## config.mk

```make
export PLATFORM = sky130hd
export DESIGN_NAME = rom_word_arbiter
export DESIGN_NICKNAME = d
export VERILOG_FILES = /design/src/rtl/rom_word_arbiter.sv
export SDC_FILE = /design/constraint.sdc
export NUM_CORES = 1
export LEC_CHECK = 0
export ABC_AREA = 1
export CAP_MARGIN = 20
export CORE_ASPECT_RATIO = 1.25
export CORE_MARGIN = 2
export CORE_UTILIZATION = 25
export DETAILED_ROUTE_END_ITERATION = 8
export PLACE_DENSITY = 0.51
export SLEW_MARGIN = 5
export SYNTH_ARGS = -nofsm -noshare
export SYNTH_HDL_FRONTEND = slang
export SYNTH_HIERARCHICAL = 1
export SYNTH_SLANG_ARGS = --single-unit
```

## constraint.sdc

```tcl
create_clock -name clk -period 1.7 [get_ports clk]
set_input_delay 0.425 -clock clk [delete_from_list [all_inputs] [get_ports clk]]
set_output_delay 0.425 -clock clk [all_outputs]
set_load 0.05 [all_outputs]
```

## src/rtl/rom_word_arbiter.sv

```systemverilog
// Two-requester round-robin arbiter in front of a 16-word memory.
// A fetch port (read only) and a loader port (read/write) share one timed access path.

module decoder4to16 (
  input  logic [3:0]  addr,
  output logic [15:0] onehot
);
  assign onehot = 16'h0001 << addr;
endmodule

// state  | meaning
// IDLE   | no access in flight, requests sampled each edge
// ACCESS | word selected, mem_oe/mem_we driven, cnt counts down to 0
// DONE   | one-cycle ack to the granted requester
module rom_word_arbiter #(
  parameter int ACCESS_CYCLES = 2
) (
  input  logic        clk,
  input  logic        clr_n,
  input  logic        fetch_req,
  input  logic [3:0]  fetch_addr,
  output logic        fetch_ack,
  input  logic        load_req,
  input  logic [3:0]  load_addr,
  input  logic        load_we,
  input  logic [7:0]  load_wdata,
  output logic        load_ack,
  output logic [15:0] word_sel,
  output logic        mem_oe,
  output logic        mem_we,
  output logic [7:0]  mem_wdata,
  input  logic [7:0]  rom_data,
  output logic [7:0]  rd_data,
  output logic        busy
);

  // A parameter of 0 is treated as a single-cycle access.
  localparam logic [3:0] CNT_LOAD = (ACCESS_CYCLES <= 1) ? 4'd0 : 4'(ACCESS_CYCLES - 1);

  typedef enum logic [1:0] {
    IDLE   = 2'b00,
    ACCESS = 2'b01,
    DONE   = 2'b10
  } state_t;

  state_t      state, next_state;
  logic [3:0]  cnt;
  logic        last_grant;   // 1 = loader was granted last
  logic        gnt_load;
  logic [3:0]  lat_addr;
  logic        lat_op;
  logic [7:0]  lat_data;
  logic        take;
  logic        pick_load;
  logic [15:0] dec_sel;

  decoder4to16 u_dec (
    .addr   (lat_addr),
    .onehot (dec_sel)
  );

  always_comb begin
    next_state = IDLE;
    take       = 1'b0;
    pick_load  = 1'b0;
    case (state)
      IDLE: begin
        if (fetch_req && load_req) begin
          take      = 1'b1;
          pick_load = ~last_grant;
        end else if (fetch_req) begin
          take      = 1'b1;
          pick_load = 1'b0;
        end else if (load_req) begin
          take      = 1'b1;
          pick_load = 1'b1;
        end
        next_state = take ? ACCESS : IDLE;
      end
      ACCESS:  next_state = (cnt == 4'd0) ? DONE : ACCESS;
      DONE:    next_state = IDLE;
      default: next_state = IDLE;
    endcase
  end

  always_ff @(posedge clk or negedge clr_n) begin
    if (!clr_n) begin
      state      <= IDLE;
      cnt        <= 4'd0;
      last_grant <= 1'b1;
      gnt_load   <= 1'b0;
      lat_addr   <= 4'd0;
      lat_op     <= 1'b0;
      lat_data   <= 8'd0;
      rd_data    <= 8'd0;
    end else begin
      state <= next_state;
      if (take) begin
        gnt_load   <= pick_load;
        last_grant <= pick_load;
        lat_addr   <= pick_load ? load_addr : fetch_addr;
        lat_op     <= pick_load & load_we;
        lat_data   <= pick_load ? load_wdata : 8'd0;
        cnt        <= CNT_LOAD;
      end else if (state == ACCESS && cnt != 4'd0) begin
        cnt <= cnt - 4'd1;
      end
      if (state == ACCESS && cnt == 4'd0 && !lat_op)
        rd_data <= rom_data;
    end
  end

  // Outputs decode from registered state only, so reset clears them immediately.
  always_comb begin
    word_sel  = 16'h0000;
    mem_oe    = 1'b0;
    mem_we    = 1'b0;
    mem_wdata = 8'h00;
    fetch_ack = 1'b0;
    load_ack  = 1'b0;
    busy      = (state != IDLE);
    if (state == ACCESS) begin
      word_sel  = dec_sel;
      mem_oe    = ~lat_op;
      mem_we    = lat_op;
      mem_wdata = lat_op ? lat_data : 8'h00;
    end
    if (state == DONE) begin
      fetch_ack = ~gnt_load;
      load_ack  = gnt_load;
    end
  end

endmodule

```

* Word-level counts from Yosys, hierarchy flattened
Index checks and enable logic that the tools add are counted.
** Storage, ports and cells
- Bits in registers :: 29
- Input bits :: 29
- Output and inout port bits :: 37
- Word-level logic and storage cells :: 48
** Operators by class
- $add $sub $neg :: 1
- Equality and inequality tests :: 2
- Shifts and indexed selects :: 1
- Mux-type cells :: 22
- Bitwise gates (word level) :: 4
- Reduce and logical (&&, ||, !) cells :: 10
** Operators by type and width (count)
- 8-bit two-way mux :: 3
- 16-bit two-way mux :: 1
- 1-bit by 4-bit << shifter with 16-bit output (first input constant) :: 1
- 1-bit two-way mux :: 13
- 4-bit two-way mux :: 3
- 1-bit logical AND :: 4
- 4-bit logical NOT :: 1
- 2-bit one-hot mux with 2 select lines :: 1
- 2-bit nonzero test :: 2
- 4-bit nonzero test :: 1
- 4-bit by 1-bit subtractor with 4-bit output (second input constant) :: 1
- 1-bit inverter :: 3
- 2-bit by 1-bit == test with 1-bit output (second input constant) :: 1
- 2-bit == test (second input constant) :: 1
- 2-bit logical NOT :: 1
- 2-bit two-way mux :: 1
- 1-bit AND :: 1
- 1-bit logical NOT :: 1

* Depth between registers and ports, before layout
- Depth in word-level cells :: 6
- Gate-level depth with buffers :: 7
- Depth with buffers taken out :: 7

* By module
The synthesis kept the hierarchy.
** Modules (own cells, without submodules)
- rom_word_arbiter :: times used 1, cells each 196, area an instance 1511.4 µm², sequential area each 726.9 µm²
- decoder4to16 :: times used 1, cells each 30, area an instance 126.4 µm², sequential area each 0.0 µm²

* Worst setup path before layout
OpenSTA, ideal clock, no wires.
- Path type :: register -> output
- Start point :: reg state[0]
- End point :: out mem_wdata[0]
- Arrival time :: 1.758 ns
- Data required time :: 1.275 ns
- Setup slack :: -0.483 ns
- Cell stages (with the launch flop) :: 7
- Buffers on the path :: 0
- Cell sequence :: dfrtp_1 > inv_2 > nor2_4 > inv_4 > nor2_4 > inv_1 > nor2_1
** Between the ends
- Longest elaborated chain between the ends :: 2
** RTL lines
- start: declaration :: line 46 : state_t state, next_state;
- start signal: assignment :: line 97 : state <= next_state;
- 2-bit by 1-bit == test with 1-bit output :: line 122 : if (state == ACCESS) begin
- 8-bit two-way mux :: line 122
- end: declaration :: line 31 : output logic [7:0] mem_wdata,
Every way passes these cells.

* Worst setup path after layout
- Start point :: reg state[1]
- End point :: out mem_wdata[7]
The elaborated chain is that of the path after synthesis.

==> results.tsv <==
stage	metric	value	unit
finish	layout_commonest_cell	nand2_1	
floorplanning	die_h	94.5	µm
grt	grt_overflow	0	
status	violations	setup timing	
sta	max_freq	0.506	GHz
sta	fin_crit	1.98	ns
sta	fin_setup_tns	-4.92	ns
cts	path_clk_slew	0.07	ns
worst_setup_path	r2r_end	lat_data[1]	
sta	grt_setup_unrepaired	true	
cts	cts.path.max_buffers	2	
finish	layout-drive-gt1-share	38.7	%
grt	grt_pass1_wl	7510	µm
worst_setup_path	r2r-start	state[1]	
logic_synthesis	ys_seq_area_share	44.4	%
worst_setup_path	cp_max_fo	8	
min_path	hp-class	flip-flop to flip-flop	
grt	grt_pass1_vias	1596	
cts	htreeDepth	2	
route	avgRoutedWirePerCell	11.4	µm
logic_synthesis	syn_area	0.00164	mm²
finish	area_growth	100	%
route	drtAntennaViolNets	0	
worst_setup_path	cpPeakStageDelay	0.40	ns
worst_setup_path	required	1.27	ns
floorplanning	coreArea	0.00644	mm²
logic_synthesis	synth_cells	226	
cts	clk-insertion-delay-late	0.28	ns
flow_run	drv_cap	0	
power	ir_worst_vdd	1110	µV
logic_synthesis	synth_fp_nets	257	
finish	final_cell_mix	nand2_1, inv_1, buf_12	
cts	root_buffer	clkbuf_8	
place	portBuffers	65	
worst_setup_path	slowest_stage	dfrtp_1	
cts	numCtsBuffers	5	
floorplanning	initial_core_util	25.4	%
worst_setup_path	worst-r2r-cell-count	9	
finish	fin_area	0.00328	mm²
sta	tightest_slew	0.381	ns
cts	clkSinkCount	29	
worst_setup_path	crit_top_cell	nor2_4	
power	p_per_area	1890	mW/mm²
grt	antenna_found_initial	0	
sta	final.period_utilization	116	%
place	gp_congestion	0.771	
sta	setup_viol	29	
power	fin_total_pwr	6.19	mW
route	vias	1741	
place	place_hpwl	3260	µm
route	remaining_drc_errors	0	
worst_setup_path	crit_type	flip-flop to output port	
worst_setup_path	reg2reg_slack	0.05	ns
logic_synthesis	synth_largest_area_cell	dfrtp_1	
logic_synthesis	synth_top_area_share	42.8	%
logic_synthesis	yosys-top-cells-area	dfrtp_1, nand2_1, nor2_1	
place	placed_area	0.00280	mm²
worst_setup_path	arrival	1.55	ns
floorplanning	num_io_pins	66	
status	run_status	finished with violations	
worst_setup_path	cp_cell_sequence	nor2_4 > inv_4 > nor2_4 > clkinvlp_4 > buf_12 > nor2_4 > buf_12	
logic_synthesis	ys_warn_count	6	
logic_synthesis	syn_area_per_cell	7.25	µm²
worst_setup_path	cp-start-kind	flip-flop	
route	dr.pass1.iters	4	
finish	antenna_cells	0	
grt	grt_usage	13.1	%
min_path	min_path_cells	2	
route	initialDrtViolationCount	47	
floorplanning	die_width	76.4	µm
worst_setup_path	cp-end-kind	output port	
floorplanning	rows	33	
grt	grt_max_degree	30	
sta	final-hold-violation-count	0	
sta	fin_skew	0.00715	ns
logic_synthesis	ys_ff_latch	29	
logic_synthesis	yosys.cell_types.count	22	
route	routed_wirelength	4680	µm
power	power.leakage	1.41	nW
finish	fin_nets	353	
floorplanning	die_area	0.00722	mm²
min_path	hold_end	last_grant	
min_path	min_from	last_grant	
sta	slew_headroom	74.6	%
route	via_per_inst	4.25	
sta	setup_slack	-0.278	ns
cts	cts_tree	yes	
sta	slew_viol_final	0	
==> state kept, by name, summed over array words and instances (netlist names) <==
| register | count |
|---|---|
| lat_addr | 4 |
| lat_op | 1 |
| rd_data | 8 |
| lat_data | 8 |
| cnt | 4 |
| last_grant | 1 |
| state | 2 |
| gnt_load | 1 |
==> through the flow <==
step           setup WS, ns  std cells  hold WS [ns]  utilization [%]
2_1_floorplan        -0.339        226         0.129                -
3_3_place_gp         0.0193        387         0.455             43.5
3_5_place_dp         0.0210        387         0.461             43.5
4_1_cts              -0.253        405         0.471             49.5
5_1_grt              -0.348        410         0.503             51.0
6_report             -0.278        410         0.470             51.0
==> kinds of logic after synthesis <==
group | after synthesis | share of synthesized area [%]
AND/OR/NAND/NOR | 133 | 36.8
buffers and inverters | 44 | 11.5
flip-flops | 29 | 44.4
AO/OA/AOI/OAI | 17 | 5.19
adder cells (fa/ha/maj) | 2 | 1.53
XOR/XNOR | 1 | 0.535
==> timing repair <==
item | CTS | global route
cloned | 2 | 0
setup endpoints to repair | 27 | 31
gates resized for setup | 40 | 15
hold buffers | 0 | 0
pin swaps | 6 | 22
setup buffers | 8 | 7
==> where the power goes <==
group	internal [mW]	switching, mW
clock	0.365	0.271
combinational	1.79	2.51
sequential	1.02	0.237
total	3.17	3.02
==> synth_stat cells <==
cell      count
nand2_1      49
nor2_1       49
inv_1        36
dfrtp_1      28
nand3_1      20
o21ai_0      15
nand3b_1      4
nor2_4        4
buf_2         2
buf_6         2
ha_1          2
inv_2         2
nor2_2        2
nor3_1        2
o21ai_1       2
buf_4         1
dfstp_2       1
inv_4         1
nand2_2       1
nand2_4       1
nor2_8        1
xor2_1        1
==> worst max-delay path: cells and delay by family, from the launching register on <==
family / cells / cell delay [ns]
buf+inv: 4 / 0.47
flops: 1 / 0.40
simple gates: 3 / 0.39
==> per-layer routing <==
| layer | vias to the layer above | GRT usage, % | routed length (µm) |
|---|---|---|---|
| met4 | 0 | 5.30 | 64 |
| met1 | 799 | 15.8 | 1940 |
| met5 | - | 0 | 0 |
| met2 | 58 | 22.3 | 2410 |
| li1 | 877 | - | - |
| met3 | 7 | 3.44 | 267 |
==> worst max-delay path by stage <==
stage / cells past startpoint / to / startpoint
global route: 7 / mem_wdata[7] / state[1]
detailed placement: 6 / mem_wdata[3] / state[1]
finish: 7 / mem_wdata[7] / state[1]
CTS: 8 / mem_wdata[4] / state[0]
global placement: 6 / mem_wdata[6] / state[1]
floorplan: 6 / mem_wdata[0] / state[0]
==> final cells by class <==
class / count / area, µm²
fillers: 619 / 3160
repair buffers: 94 / 1230
multi-input cells: 153 / 955
flip-flops and latches: 29 / 731
inverters: 39 / 156
well taps: 87 / 109
clock buffers: 7 / 96.3
clock inverters: 1 / 5.00
No activity file was read; power rests on OpenSTA's default activity.
